`config.mk`:
```
export PLATFORM = sky130hd
export DESIGN_NAME = tristate_bus_arbiter
export DESIGN_NICKNAME = d
export VERILOG_FILES = /design/src/rtl/tsb_arb_pkg.sv /design/src/rtl/tristate_bus_arbiter_rr_pick.sv /design/src/rtl/tristate_bus_arbiter.sv
export SDC_FILE = /design/constraint.sdc
export NUM_CORES = 1
export LEC_CHECK = 0
export ABC_AREA = 1
export CAP_MARGIN = 20
export CORE_MARGIN = 4
export CORE_UTILIZATION = 40
export DETAILED_ROUTE_END_ITERATION = 8
export PLACE_DENSITY_LB_ADDON = 0.08
export SLEW_MARGIN = 30
export SYNTH_ARGS = -nofsm -noshare
export SYNTH_HDL_FRONTEND = slang
export SYNTH_SLANG_ARGS = --single-unit
```
`constraint.sdc`:
```
create_clock -name clk -period 1.95 [get_ports clk]
set_clock_uncertainty 0.05 [all_clocks]
set_input_delay 0.195 -clock clk [delete_from_list [all_inputs] [get_ports clk]]
set_output_delay 0.195 -clock clk [all_outputs]
set_load 0.02 [all_outputs]
```
`src/rtl/tsb_arb_pkg.sv`:
```
// ----------------------------------------------------------------------------
// tsb_arb_pkg
// Shared definitions for the tristate bus arbiter:
//   - tsb_state_e : arbiter FSM states
//   - width localparams for the largest supported configuration (N <= 16)
//   - onehot_encode / onehot_decode helpers. They work on the widest vector,
//     and callers zero-extend or truncate to their own N with size casts.
// ----------------------------------------------------------------------------
package tsb_arb_pkg;

    typedef enum logic [1:0] {
        IDLE  = 2'd0,
        GRANT = 2'd1,
        TURN  = 2'd2,
        PARK  = 2'd3
    } tsb_state_e;

    localparam int TSB_MAX_N    = 16;
    localparam int TSB_MAX_ID_W = $clog2(TSB_MAX_N);

    // Index -> one-hot vector.
    function automatic logic [TSB_MAX_N-1:0] onehot_encode(input logic [TSB_MAX_ID_W-1:0] idx);
        logic [TSB_MAX_N-1:0] vec;
        vec      = {TSB_MAX_N{1'b0}};
        vec[idx] = 1'b1;
        return vec;
    endfunction

    // One-hot vector -> index; an all-zero vector decodes to 0.
    function automatic logic [TSB_MAX_ID_W-1:0] onehot_decode(input logic [TSB_MAX_N-1:0] vec);
        logic [TSB_MAX_ID_W-1:0] idx;
        idx = {TSB_MAX_ID_W{1'b0}};
        for (int i = 0; i < TSB_MAX_N; i++) begin
            if (vec[i]) begin
                idx = TSB_MAX_ID_W'(i);
            end else begin
                idx = idx;
            end
        end
        return idx;
    endfunction

endpackage

```
`src/rtl/tristate_bus_arbiter_rr_pick.sv`:
```
// ----------------------------------------------------------------------------
// rr_pick
// Combinational round-robin picker. Starting just above rr_ptr and wrapping
// modulo N, returns the first requester whose req bit is set.
// Ports:
//   req    [N-1:0]          request vector
//   rr_ptr [$clog2(N)-1:0]  last owner; it gets the lowest priority
//   winner [$clog2(N)-1:0]  selected index (0 when nothing is found)
//   found                   high when any req bit is set
// ----------------------------------------------------------------------------
module rr_pick #(
    parameter int N = 4
) (
    input  logic [N-1:0]         req,
    input  logic [$clog2(N)-1:0] rr_ptr,
    output logic [$clog2(N)-1:0] winner,
    output logic                 found
);

    localparam int ID_W = $clog2(N);
    // One extra bit so that rr_ptr + k (at most 2N-1) cannot overflow.
    localparam logic [ID_W:0] N_W = (ID_W + 1)'(N);

    logic [ID_W:0] sum_s;
    logic [ID_W:0] idx_s;

    // First set request above rr_ptr, scanning with a wrap at N (N need not be a power of two).
    always_comb begin
        winner = {ID_W{1'b0}};
        found  = 1'b0;
        sum_s  = {(ID_W + 1){1'b0}};
        idx_s  = {(ID_W + 1){1'b0}};
        for (int k = 1; k <= N; k++) begin
            sum_s = {1'b0, rr_ptr} + (ID_W + 1)'(k);
            if (sum_s >= N_W) begin
                idx_s = sum_s - N_W;
            end else begin
                idx_s = sum_s;
            end
            if (!found && req[idx_s[ID_W-1:0]]) begin
                found  = 1'b1;
                winner = idx_s[ID_W-1:0];
            end else begin
                found  = found;
                winner = winner;
            end
        end
    end

endmodule

```
`src/rtl/tristate_bus_arbiter.sv`:
```
// ----------------------------------------------------------------------------
// tristate_bus_arbiter
// Round-robin arbiter that shares one tristate bus among N requesters. It
// produces registered one-hot drive enables and enforces break-before-make:
// after any owner change the bus is left undriven for DEAD_CYCLES turnaround
// cycles, followed by one IDLE cycle in which the next winner is picked.
//
// Parameters:
//   N           number of requesters (2..16)
//   MAX_HOLD    grant cycles after which an owner is revoked if others wait
//   DEAD_CYCLES all-off turnaround cycles between owners
// Ports:
//   clk        rising-edge clock
//   rst        synchronous active-high reset
//   req        per-requester level request
//   drv_en     one-hot-or-zero tristate enables (registered)
//   gnt_valid  |drv_en (registered)
//   gnt_id     owner index, 0 when gnt_valid is low (registered)
//   turn       high during turnaround (registered)
//
// Build option: define TSB_ARB_PARK_EN so that an owner releasing with no other
// request pending is parked (its driver stays enabled and holds the bus at a
// defined level) instead of tristating the bus.
// ----------------------------------------------------------------------------
module tristate_bus_arbiter #(
    parameter int N           = 4,
    parameter int MAX_HOLD    = 8,
    parameter int DEAD_CYCLES = 1
) (
    input  logic                 clk,
    input  logic                 rst,
    input  logic [N-1:0]         req,
    output logic [N-1:0]         drv_en,
    output logic                 gnt_valid,
    output logic [$clog2(N)-1:0] gnt_id,
    output logic                 turn
);

    import tsb_arb_pkg::*;

    localparam int ID_W   = $clog2(N);
    localparam int HOLD_W = $clog2(MAX_HOLD + 1);
    localparam int DEAD_W = $clog2(DEAD_CYCLES + 1);

    localparam logic [ID_W-1:0]   LAST_ID    = ID_W'(N - 1);
    localparam logic [HOLD_W-1:0] HOLD_ZERO  = HOLD_W'(0);
    localparam logic [HOLD_W-1:0] HOLD_ONE   = HOLD_W'(1);
    localparam logic [HOLD_W-1:0] HOLD_LIMIT = HOLD_W'(MAX_HOLD - 1);
    localparam logic [HOLD_W-1:0] HOLD_SAT   = HOLD_W'(MAX_HOLD);
    localparam logic [DEAD_W-1:0] DEAD_ZERO  = DEAD_W'(0);
    localparam logic [DEAD_W-1:0] DEAD_ONE   = DEAD_W'(1);
    localparam logic [DEAD_W-1:0] DEAD_LAST  = DEAD_W'(DEAD_CYCLES - 1);

    tsb_state_e        state_r,    state_s;
    logic [ID_W-1:0]   owner_r,    owner_s;
    logic [ID_W-1:0]   rr_ptr_r,   rr_ptr_s;
    logic [HOLD_W-1:0] hold_cnt_r, hold_cnt_s;
    logic [DEAD_W-1:0] dead_cnt_r, dead_cnt_s;
    logic [N-1:0]      drv_en_s;
    logic              turn_s;
    logic [ID_W-1:0]   gnt_id_s;

    logic [ID_W-1:0]   winner_s;
    logic              found_s;
    logic [N-1:0]      owner_mask_s;
    logic [N-1:0]      winner_mask_s;
    logic              owner_req_s;
    logic              others_s;

    rr_pick #(
        .N (N)
    ) u_rr_pick (
        .req    (req),
        .rr_ptr (rr_ptr_r),
        .winner (winner_s),
        .found  (found_s)
    );

    // Masks of the current owner and the picker's winner; who else is waiting.
    always_comb begin
        owner_mask_s  = N'(onehot_encode(TSB_MAX_ID_W'(owner_r)));
        winner_mask_s = N'(onehot_encode(TSB_MAX_ID_W'(winner_s)));
        owner_req_s   = |(req & owner_mask_s);
        others_s      = |(req & ~owner_mask_s);
    end

    // Next-state logic; drv_en_s/turn_s describe the cycle after the next edge.
    always_comb begin
        state_s    = state_r;
        owner_s    = owner_r;
        rr_ptr_s   = rr_ptr_r;
        hold_cnt_s = hold_cnt_r;
        dead_cnt_s = dead_cnt_r;
        drv_en_s   = {N{1'b0}};
        turn_s     = 1'b0;

        case (state_r)
            IDLE: begin
                if (found_s) begin
                    state_s    = GRANT;
                    owner_s    = winner_s;
                    hold_cnt_s = HOLD_ZERO;
                    drv_en_s   = winner_mask_s;
                end else begin
                    state_s    = IDLE;
                end
            end

            GRANT: begin
                if (!owner_req_s) begin
                    rr_ptr_s   = owner_r;
                    hold_cnt_s = HOLD_ZERO;
`ifdef TSB_ARB_PARK_EN
                    if (!others_s) begin
                        state_s  = PARK;
                        drv_en_s = owner_mask_s;
                    end else begin
                        state_s  = TURN;
                        turn_s   = 1'b1;
                    end
`else
                    state_s    = TURN;
                    turn_s     = 1'b1;
`endif
                end else if (others_s && (hold_cnt_r >= HOLD_LIMIT)) begin
                    // ">=" also revokes at once when the counter already saturated
                    // while this owner was alone on the bus.
                    state_s    = TURN;
                    turn_s     = 1'b1;
                    rr_ptr_s   = owner_r;
                    hold_cnt_s = HOLD_ZERO;
                end else begin
                    drv_en_s   = owner_mask_s;
                    if (hold_cnt_r != HOLD_SAT) begin
                        hold_cnt_s = hold_cnt_r + HOLD_ONE;
                    end else begin
                        hold_cnt_s = hold_cnt_r;
                    end
                end
            end

            TURN: begin
                if (dead_cnt_r == DEAD_LAST) begin
                    state_s    = IDLE;
                    dead_cnt_s = DEAD_ZERO;
                end else begin
                    state_s    = TURN;
                    dead_cnt_s = dead_cnt_r + DEAD_ONE;
                    turn_s     = 1'b1;
                end
            end

            PARK: begin
`ifdef TSB_ARB_PARK_EN
                // Someone else wins over the parked owner re-requesting.
                if (others_s) begin
                    state_s    = TURN;
                    turn_s     = 1'b1;
                end else if (owner_req_s) begin
                    state_s    = GRANT;
                    hold_cnt_s = HOLD_ZERO;
                    drv_en_s   = owner_mask_s;
                end else begin
                    state_s    = PARK;
                    drv_en_s   = owner_mask_s;
                end
`else
                state_s = IDLE;
`endif
            end

            default: begin
                state_s = IDLE;
            end
        endcase
    end

    // Grant index taken from the enables that get registered at this edge.
    always_comb begin
        gnt_id_s = ID_W'(onehot_decode(TSB_MAX_N'(drv_en_s)));
    end

    // State, counters and registered outputs.
    always_ff @(posedge clk) begin
        if (rst) begin
            state_r    <= IDLE;
            owner_r    <= {ID_W{1'b0}};
            rr_ptr_r   <= LAST_ID;
            hold_cnt_r <= HOLD_ZERO;
            dead_cnt_r <= DEAD_ZERO;
            drv_en     <= {N{1'b0}};
            gnt_valid  <= 1'b0;
            gnt_id     <= {ID_W{1'b0}};
            turn       <= 1'b0;
        end else begin
            state_r    <= state_s;
            owner_r    <= owner_s;
            rr_ptr_r   <= rr_ptr_s;
            hold_cnt_r <= hold_cnt_s;
            dead_cnt_r <= dead_cnt_s;
            drv_en     <= drv_en_s;
            gnt_valid  <= |drv_en_s;
            gnt_id     <= gnt_id_s;
            turn       <= turn_s;
        end
    end

endmodule

```
=== Word-level counts from Yosys, hierarchy flattened ===
Index checks and enable logic that the tools add are counted.
Widths: inputs -> output; s select.

* $add $sub $neg: 10
* Order comparisons: 13
* Eq/ne operators: 8
* Multiplexer cells: 48
* Bitwise gates (word level): 3
* Reductions and logical operators: 17

{| class="wikitable"
|+ Operators by type and width
! cell !! number
|-
| $mux 2 || 15
|-
| $mux 4 || 7
|-
| $mux 1 || 16
|-
| $pmux 4 s2 || 2
|-
| $ge 3x3->1 const B || 4
|-
| $lt 2x3->1 const B || 4
|-
| $reduce_or 4->1 || 3
|-
| $lt 2x5->1 const B || 2
|-
| $and 4x4->4 || 2
|-
| $bmux 1 s2 || 4
|-
| $ne 4x4->1 const B || 2
|-
| $pmux 2 s4 || 1
|-
| $sub 2x1->2 const B || 4
|-
| $add 2x2->3 const B || 2
|-
| $logic_and 1x1->1 || 6
|-
| $add 4x1->4 const B || 1
|-
| $demux 1 s2 || 2
|-
| $eq 2x2->1 const B || 2
|-
| $ge 2x1->1 const B || 2
|-
| $ge 4x3->1 const B || 1
|-
| $not 4->4 || 1
|-
| $reduce_and 2->1 || 2
|-
| $add 2x1->3 const B || 1
|-
| $add 2x3->3 const B || 1
|-
| other kinds (10) || 12
|}

* Register bits after elaboration: 19
* Bits of input ports: 6
* Output and inout bits: 8
* Word-level logic and storage cells: 108

=== Depth between registers and ports, before layout ===
Gate-level depths: netlist of the first run.

* Word-level depth: 24
* Mapped depth: 15
* Gate-level depth less buffers: 14

=== Hierarchy ===
From an unflattened synthesis of the first run, not the netlist that was laid out.

* Cell total of the unflattened synthesis: 189
* Area, all modules: 1268.7 um2

{| class="wikitable"
|+ Modules (own cells, without submodules)
! module !! times used !! cells an instance !! area an instance (um2) !! sequential area each (um2)
|-
| tristate_bus_arbiter || 1 || 137 || 997.2 || 360.3
|-
| rr_pick || 1 || 52 || 271.5 || 0.0
|}

=== Least setup slack after synthesis of the first run ===
OpenSTA, ideal clock, no wires.

* Path kind: reg-to-reg
* Start point: register rr_ptr_r[0]
* End point: register gnt_id[1]
* Setup time: 117 ps
* Arrival time: 1404 ps
* Required time: 1783 ps
* Path slack: 379 ps
* Stages on the path, launching flop included: 13
* Path buffers: 1
* Clock period less this slack: 1571 ps
* Path through: dfxtp_1 buf_4 nand2_2 nand3_1 nand2_4 nor2_8 nand3_2 nand2_2 inv_2 nand2_2 nor2_2 o21ai_1 nand2_1

* Cells in the longest elaborated chain, start to end: 23
* Elaborated cells between the ends (all ways): 47
* Classes of those cells: 8 x add/sub; 6 x order compare; 26 x mux; 7 x reduce/logical

{| class="wikitable"
|+ RTL lines
! what !! RTL line !! RTL
|-
| from (decl) || tristate_bus_arbiter.sv:56 || <nowiki>logic [ID_W-1:0] rr_ptr_r, rr_ptr_s;</nowiki>
|-
| from (signal assigned) || tristate_bus_arbiter.sv:198 || <nowiki>rr_ptr_r <= rr_ptr_s;</nowiki>
|-
| $add 2x1->3 || tristate_bus_arbiter_rr_pick.sv:34 || <nowiki>sum_s = {1'b0, rr_ptr} + (ID_W + 1)'(k);</nowiki>
|-
| $ge 3x3->1 or $sub 2x1->2 (tied branches) || tristate_bus_arbiter_rr_pick.sv:35, tristate_bus_arbiter_rr_pick.sv:36 ||
|-
| $mux 2 || tristate_bus_arbiter_rr_pick.sv:35 || <nowiki>if (sum_s >= N_W) begin</nowiki>
|-
| $bmux 1 s2 || tristate_bus_arbiter_rr_pick.sv:40 || <nowiki>if (!found && req[idx_s[ID_W-1:0]]) begin</nowiki>
|-
| $mux 1 (implied by the code) || tristate_bus_arbiter_rr_pick.sv:40 ||
|-
| $mux 1 || tristate_bus_arbiter_rr_pick.sv:40 ||
|-
| $logic_not 1->1 || tristate_bus_arbiter_rr_pick.sv:40 ||
|-
| $logic_and 1x1->1 || tristate_bus_arbiter_rr_pick.sv:40 ||
|-
| (+7 left out) || n/a ||
|-
| $lt 2x5->1 (implied by the code) or $ge 2x1->1 (tied branches) || tsb_arb_pkg.sv:25 || <nowiki>vec[idx] = 1'b1;</nowiki>
|-
| $logic_and 1x1->1 (implied by the code) || tsb_arb_pkg.sv:25 ||
|-
| $mux 1 (implied by the code) || tsb_arb_pkg.sv:25 ||
|-
| $demux 1 s2 || tsb_arb_pkg.sv:25 ||
|-
| $mux 4 * || tristate_bus_arbiter.sv:99 || <nowiki>if (found_s) begin</nowiki>
|-
| $pmux 4 s2 * || tristate_bus_arbiter.sv:97 || <nowiki>case (state_r)</nowiki>
|-
| $mux 2 || tsb_arb_pkg.sv:34 || <nowiki>if (vec[i]) begin</nowiki>
|-
| $mux 2 * || tsb_arb_pkg.sv:34 ||
|-
| to (signal assigned) || tristate_bus_arbiter.sv:193 || <nowiki>gnt_id <= {ID_W{1'b0}};</nowiki>
|-
| to (signal assigned) || tristate_bus_arbiter.sv:203 || <nowiki>gnt_id <= gnt_id_s;</nowiki>
|-
| to (decl) || tristate_bus_arbiter.sv:35 || <nowiki>output logic [$clog2(N)-1:0] gnt_id,</nowiki>
|}

Every way passes the cells marked *; elsewhere a longest branch is shown, timed or not. The select of a mux whose other input is x is not followed.
A chain may end at the register's enable or synchronous reset.

=== Final worst setup path of the first run ===
* Start point: register owner_r[0]
* End point: register gnt_id[0]

* Cells in the longest elaborated chain, start to end: 14
* Elaborated cells between the ends (all ways): 17
* Classes of those cells: 2 x order compare; 8 x mux; 3 x bitwise; 4 x reduce/logical

{| class="wikitable"
|+ RTL lines
! what !! RTL line !! RTL
|-
| from (decl) || tristate_bus_arbiter.sv:55 || <nowiki>logic [ID_W-1:0] owner_r, owner_s;</nowiki>
|-
| from (signal assigned) || tristate_bus_arbiter.sv:187 || <nowiki>owner_r <= {ID_W{1'b0}};</nowiki>
|-
| from (signal assigned) || tristate_bus_arbiter.sv:197 || <nowiki>owner_r <= owner_s;</nowiki>
|-
| $lt 2x5->1 (implied by the code) or $ge 2x1->1 (tied branches) || tsb_arb_pkg.sv:25 ||
|-
| $logic_and 1x1->1 (implied by the code) || tsb_arb_pkg.sv:25 ||
|-
| $mux 1 (implied by the code) || tsb_arb_pkg.sv:25 ||
|-
| $demux 1 s2 * || tsb_arb_pkg.sv:25 ||
|-
| $not 4->4 || tristate_bus_arbiter.sv:84 || <nowiki>others_s = |(req & ~owner_mask_s);</nowiki>
|-
| $and 4x4->4 || tristate_bus_arbiter.sv:84 ||
|-
| $reduce_or 4->1 || tristate_bus_arbiter.sv:84 ||
|-
| $logic_and 1x1->1 || tristate_bus_arbiter.sv:125 || <nowiki>end else if (others_s && (hold_cnt_r >= HOLD_LIMIT)) begin</nowiki>
|-
| $mux 4 || tristate_bus_arbiter.sv:125 ||
|-
| $mux 4 * || tristate_bus_arbiter.sv:110 || <nowiki>if (!owner_req_s) begin</nowiki>
|-
| $pmux 4 s2 * || tristate_bus_arbiter.sv:97 ||
|-
| $mux 1 || tsb_arb_pkg.sv:34 ||
|-
| $mux 2 || tsb_arb_pkg.sv:34 ||
|-
| $mux 2 * || tsb_arb_pkg.sv:34 ||
|}

Every way passes the cells marked *; elsewhere a longest branch is shown, timed or not.

==> flow_metrics.py, run 1 <==
metrics = {
    "yosys": {
        "ys.warnings.count": 0,
        "synth_sequential_area_ratio": 0.275,
        "synth_cell_types": 31,
        "synth_async_sr_flop_share": 0,
        "synth_area_leaders": "dfxtp_1 28%, nand2_1 16%, nand2_2 6.7%",
        "post_synth_inst_count": 190,
        "yosys.area.top_type": "dfxtp_1",
        "synth-edff-count": 0,
        "post_synth.cell_area_avg_um2": 6.89,
        "ys_seq_elements": 18,
        "synth_top_area_frac": 0.275,
        "syn_nets": 200,
        "synth_top_flop_cell": "dfxtp_1",
        "post_synthesis_instance_area_um2": 1310,
    },
    "pwr": {
        "power.ir.vdd_worst_v": 0.000712,
        "power_spent_charging_and_discharging_nets_mw": 1.21,
        "seq_power_share": 0.233,
        "power_switching_share": 0.498,
        "power_leakage_nw": 0.766,
        "share_clk_of_total_power": 0.094,
        "power_per_cell_area_nw_per_um2": 1560,
        "intPower_mw": 1.22,
        "combinational_group_share_of_total_power": 0.673,
    },
    "finish": {
        "layout.cells.most_common": "nand2_1",
        "drive_above_1_share": 0.243,
        "syn2layout_area_growth_pct": 19.1,
        "layout.nets": 221,
        "ant_diodes": 0,
        "finalCoreUtilization": 0.503,
        "most_used_cells_in_the_layout_excluding_fill_and_tap_cells": "57 x nand2_1, 20 x inv_1, 18 x dfxtp_1",
    },
    "global_routing": {
        "grtUsageTotal": 0.139,
        "grt_start_max_net_pins": 13,
        "grt_pass1_wl_mm": 4.73,
        "via_count_of_the_first_global_routing_pass": 1088,
        "global_route.overflow_total": 0,
        "antenna_violations_before_repair": 0,
    },
    "routing": {
        "num_vias": 1212,
        "ant_nets": 0,
        "routed-wl-met2_mm": 1.20,
        "drcViolationCount": 0,
        "vias_per_cell": 4.77,
        "wire_per_inst_um": 10.5,
        "drt_iter0_drc": 74,
        "wirelength_mm": 2.68,
        "wl_met3_um": 102,
        "drtPass1Iterations": 4,
        "met1_length_mm": 1.37,
        "highest_layer": "met4",
    },
    "floorplan": {
        "initial_core_util": 0.422,
        "fp.dieArea_um2": 4250,
        "rows": 20,
        "chipWidth_um": 65.2,
        "dieHeight_um": 65.2,
        "io_pins": 14,
        "total_core_area_um2": 3100,
    },
    "critical_path": {
        "critical_path.endpoint_type": "flip-flop",
        "crit_chain": "inv_2, nor2_2, o22ai_1, o21ai_4, nand3_4, nor3_1, nor2_1, nand3_1, nand2_1",
        "critical-path-max-stage-delay_ns": 0.47,
        "worst_setup_path_start_kind": "flip-flop",
        "crit_path_top_delay_cell": "dfxtp_1",
        "cp_data_arrival_time_ns": 1.92,
        "worstPathRequired_ns": 2.10,
        "worstSetupPathType": "reg -> reg",
        "crit_path_max_fanout": 6,
    },
    "worst_hold_path": {
        "worst_hold_check_path_type": "reg -> reg",
    },
    "place": {
        "hpwl_mm": 2.22,
        "final_wtd_congestion": 0.816,
        "count_of_buffers_from_port_buffering": 13,
    },
    "run_status": {
        "run_status": "completed",
    },
    "job": {
        "cap_violations": 0,
    },
    "cts": {
        "cts_made_buffers": 3,
        "cts-root-to-sink-buffers": 2,
        "clkSinkCount": 18,
        "h-tree-depth": 1,
        "cts.root.buffer_cell": "clkbuf_4",
        "later_pin_clock_latency_in_the_skew_report_ns": 0.29,
        "worst_setup_hold_path_clk_slew_ns": 0.10,
        "clock_tree_from_tritoncts": "built",
    },
    "sta": {
        "finalSetupViolations": 0,
        "clock.fmax_mhz": 563,
        "drv_slew": 0,
        "final_hold_viol_count": 0,
        "grt_setup_unrepaired": "false",
        "finalCriticalPeriod_ns": 1.78,
        "fin_tns_setup_ns": 0,
        "tightestPinTransition_ns": 0.337,
        "timing.final.crit_share": 0.911,
        "max-slew-margin-rel": 0.774,
    },
}
kinds of logic (layout without fill, tap and decap cells):
kind of cell,Yosys count,count (layout),share of synthesized area
adder cells (fa/ha/maj),4,4,0.0382
buffers and inverters,32,52,0.100
AO/OA/AOI/OAI,20,20,0.117
AND/OR/NAND/NOR,115,115,0.463
flip-flops,18,18,0.275
XOR/XNOR,1,1,0.00669
per-layer routing:
metal | track usage | up-vias
li1 | - | 639
met1 | 0.189 | 543
met2 | 0.220 | 28
met3 | 0.0376 | 2
met4 | 0.0311 | 0
met5 | 0 | -
final cells by class:
type,count,area (µm²)
clock buffers,4,36.3
repair buffers,19,179
flip-flops and latches,18,360
well taps,44,55.1
inverters,29,111
multi-input cells,140,818
fillers,342,1540
power groups by stage:
stage | clock network [mW] | registers (mW) | logic [mW]
3_3_place_gp | 0 | 0.573 | 1.62
6_report | 0.229 | 0.568 | 1.64
2_1_floorplan | 0 | 0.631 | 1.20
4_1_cts | 0.240 | 0.566 | 1.64
5_1_grt | 0.258 | 0.585 | 1.83
3_5_place_dp | 0 | 0.574 | 1.64
critical path, delay by kind of cell, from the launching register on:
family / cells / cell delay (ns)
AOI/OAI and AO/OA: 2 / 0.32
buffers and inverters: 1 / 0.08
DFF: 1 / 0.47
and+or+nand+nor: 6 / 0.76
flip-flops by register name, indices dropped and copies added (netlist names):
signal and count:
drv_en 4, gnt_id 2, gnt_valid 1, hold_cnt_r 4, owner_r 2, rr_ptr_r 2, state_r 2, turn 1
cells in the mapped netlist, types with 2 or more instances:
| cell type | instances |
|---|---|
| nand3_1 | 12 |
| o21ai_1 | 3 |
| nand2_4 | 7 |
| nand3b_1 | 3 |
| o211ai_1 | 4 |
| ha_1 | 4 |
| nor2_1 | 10 |
| nand3_2 | 2 |
| nand2_2 | 14 |
| a21oi_1 | 6 |
| nand2_1 | 57 |
| dfxtp_1 | 18 |
| inv_1 | 20 |
| nor2_2 | 3 |
| nand4_1 | 3 |
| o21ai_4 | 2 |
| inv_2 | 8 |
stage by stage:
step	setup slack, ns	cells	power [mW]	instance area [µm²]	hold slack, ns
after floorplan	0.379	190	1.83	1310	0.412
after global placement	-0.00642	250	2.19	1520	0.428
after detailed placement	-0.0198	250	2.21	1520	0.431
after CTS	0.181	254	2.45	1550	0.454
after global routing	0.0197	254	2.67	1560	0.476
final	0.173	254	2.44	1560	0.453
path summary, 6_finish.rpt:
path         slack (ns)  cells after the start       start         end
min                0.45                      2  state_r[1]  state_r[1]
min reg2reg        0.45                      2  state_r[1]  state_r[1]
max reg2reg        0.17                      9  owner_r[0]   gnt_id[0]
max                0.17                      9  owner_r[0]   gnt_id[0]
repair_timing:
action                                  4_1_cts  5_1_grt
endpoints found under the setup margin        0        1
resized for setup                             0        2
hold buffers                                  0        0
buffers inserted                              0        0
Note: power is estimated with default switching activity, not from simulation.
==> inputs of run 2 (changes only) <==
- CORE_UTILIZATION: 40 -> 45
- TNS_END_PERCENT: default -> 10
==> run 2 against run 1 <==
Cell count decreased by 5.5%. Core utilization up 5.2 points. Critical path depth rose by 4. Global-route usage increased by 1.7 points. Sequential share of layout area up 0.45 points. Critical path type unchanged. Largest cell class unchanged. Largest power group unchanged.
==> flow_metrics.py, run 2 (synthesis gave the netlist of run 1 again) <==
metrics = {
    "global_routing": {
        "grt_pass1_wl_mm": 4.53,
        "grtUsageTotal": 0.156,
        "antenna_violations_before_repair": 0,
        "via_count_of_the_first_global_routing_pass": 1096,
        "grt_start_max_net_pins": 13,
        "global_route.overflow_total": 0,
    },
    "sta": {
        "max-slew-margin-rel": 0.793,
        "tightestPinTransition_ns": 0.308,
        "drv_slew": 0,
        "grt_setup_unrepaired": "false",
        "clock.fmax_mhz": 569,
        "timing.final.crit_share": 0.901,
        "fin_tns_setup_ns": 0,
        "finalCriticalPeriod_ns": 1.76,
        "fin_ws_ns": 0.193,
        "finalSetupViolations": 0,
        "final_hold_viol_count": 0,
    },
    "pwr": {
        "power_per_cell_area_nw_per_um2": 1570,
        "power.ir.vdd_worst_v": 0.000893,
        "power_leakage_nw": 0.761,
        "fin_total_pwr_mw": 2.41,
    },
    "job": {
        "cap_violations": 0,
    },
    "floorplan": {
        "total_core_area_um2": 2760,
        "fp.dieArea_um2": 3840,
        "initial_core_util": 0.475,
        "rows": 19,
        "chipWidth_um": 62.0,
        "dieHeight_um": 62.0,
        "io_pins": 14,
    },
    "cts": {
        "clock_tree_from_tritoncts": "built",
        "cts_resized": 0,
        "h-tree-depth": 1,
        "cts.root.buffer_cell": "clkbuf_4",
        "cts_made_buffers": 3,
        "postCtsSetupRepairBufs": 0,
        "later_pin_clock_latency_in_the_skew_report_ns": 0.29,
        "postCtsHoldBufs": 0,
        "cts-root-to-sink-buffers": 2,
        "clkSinkCount": 18,
        "worst_setup_hold_path_clk_slew_ns": 0.11,
    },
    "critical_path": {
        "crit_chain": "inv_2, nand2_2, nand2_2, nand2_2, nand2_4, nor2_8, nand3b_1, nand2_1, nand2_2, nor2_2, nor2_1, nand3_1, nand2_1",
        "worstSetupPathType": "reg -> reg",
        "timing.critical_path.buf_inv": 1,
        "worstPathRequired_ns": 2.10,
        "critical_path.most_common_cell": "nand2_2",
        "crit_path_top_delay_cell": "dfxtp_1",
        "critical-path-max-stage-delay_ns": 0.49,
        "cp_data_arrival_time_ns": 1.91,
        "cp_top_delay_family": "simple AND/OR/NAND/NOR gates",
        "crit_path_max_fanout": 7,
        "critical_path.endpoint_type": "flip-flop",
        "worst_setup_path_start_kind": "flip-flop",
    },
    "routing": {
        "num_vias": 1168,
        "drt_iter0_drc": 29,
        "drtPass1Iterations": 4,
        "wirelength_mm": 2.63,
        "drcViolationCount": 0,
        "ant_nets": 0,
        "vias_per_cell": 4.87,
        "wire_per_inst_um": 10.9,
    },
    "finish": {
        "final.fill_count": 283,
        "layout.cells.most_common": "nand2_1",
        "reg.largest.list": "drv_en x4, hold_cnt_r x4",
        "ant_diodes": 0,
        "drive_above_1_share": 0.239,
        "syn2layout_area_growth_pct": 16.8,
        "most_used_cells_in_the_layout_excluding_fill_and_tap_cells": "57 x nand2_1, 20 x inv_1, 18 x dfxtp_1",
        "layout.nets": 220,
    },
    "place": {
        "detailedPlace.worstSlack_ns": -0.0146,
        "final_wtd_congestion": 0.859,
        "hpwl_mm": 2.14,
        "count_of_buffers_from_port_buffering": 13,
    },
    "worst_hold_path": {
        "worst_hold_check_path_type": "reg -> reg",
    },
    "run_status": {
        "run_status": "completed",
    },
}
-- run 2: changes by cell type in the layout (fill, tap and decap cells not counted) --
cell	before	now
inv_4	1	0
inv_2	7	8
buf_6	1	0
-- run 2: area by class of cell --
type                    count  area, µm²  share of cell area
repair buffers             18        168               0.110
flip-flops and latches     18        360               0.235
inverters                  29        109              0.0711
clock buffers               4       36.3              0.0237
well taps                  31       38.8              0.0253
multi-input cells         140        818               0.535
-- run 2: final timing paths --
path	cells after the start	slack, ns	startpoint	to
worst min-delay path	2	0.45	state_r[0]	state_r[0]
worst max-delay path	13	0.19	rr_ptr_r[1]	gnt_id[0]
worst min register to register	2	0.45	state_r[0]	state_r[0]
worst max register to register	13	0.19	rr_ptr_r[1]	gnt_id[0]
-- run 2: worst min-delay path, stage by stage, from the launching register on --
cell      delay (ns)
dfxtp_1         0.32
inv_1           0.07
a211oi_1        0.07
-- run 2: metal layers --
metal | GRT usage | vias up | share of wire
li1 | - | 637 | -
met1 | 0.211 | 512 | 0.51
met2 | 0.250 | 17 | 0.45
met3 | 0.0351 | 2 | 0.035
met4 | 0.0424 | 0 | 0.0057
met5 | 0 | - | 0
-- run 2: power by group --
part	total (mW)	switching [mW]	leakage, nW	internal [mW]
clock	0.229	0.115	0.0210	0.114
combinational	1.61	0.999	0.592	0.607
sequential	0.572	0.0862	0.147	0.486
total	2.41	1.20	0.761	1.21
-- run 2: stage by stage --
| step | instance area [µm²] | std cells | hold slack (ns) | utilization |
|---|---|---|---|---|
| floorplan | 1310 | 190 | 0.412 | - |
| global placement | 1490 | 236 | 0.428 | 0.542 |
| detailed placement | 1490 | 236 | 0.438 | 0.542 |
| CTS | 1530 | 240 | 0.455 | 0.555 |
| global route | 1530 | 240 | 0.498 | 0.555 |
| finish | 1530 | 240 | 0.450 | 0.555 |
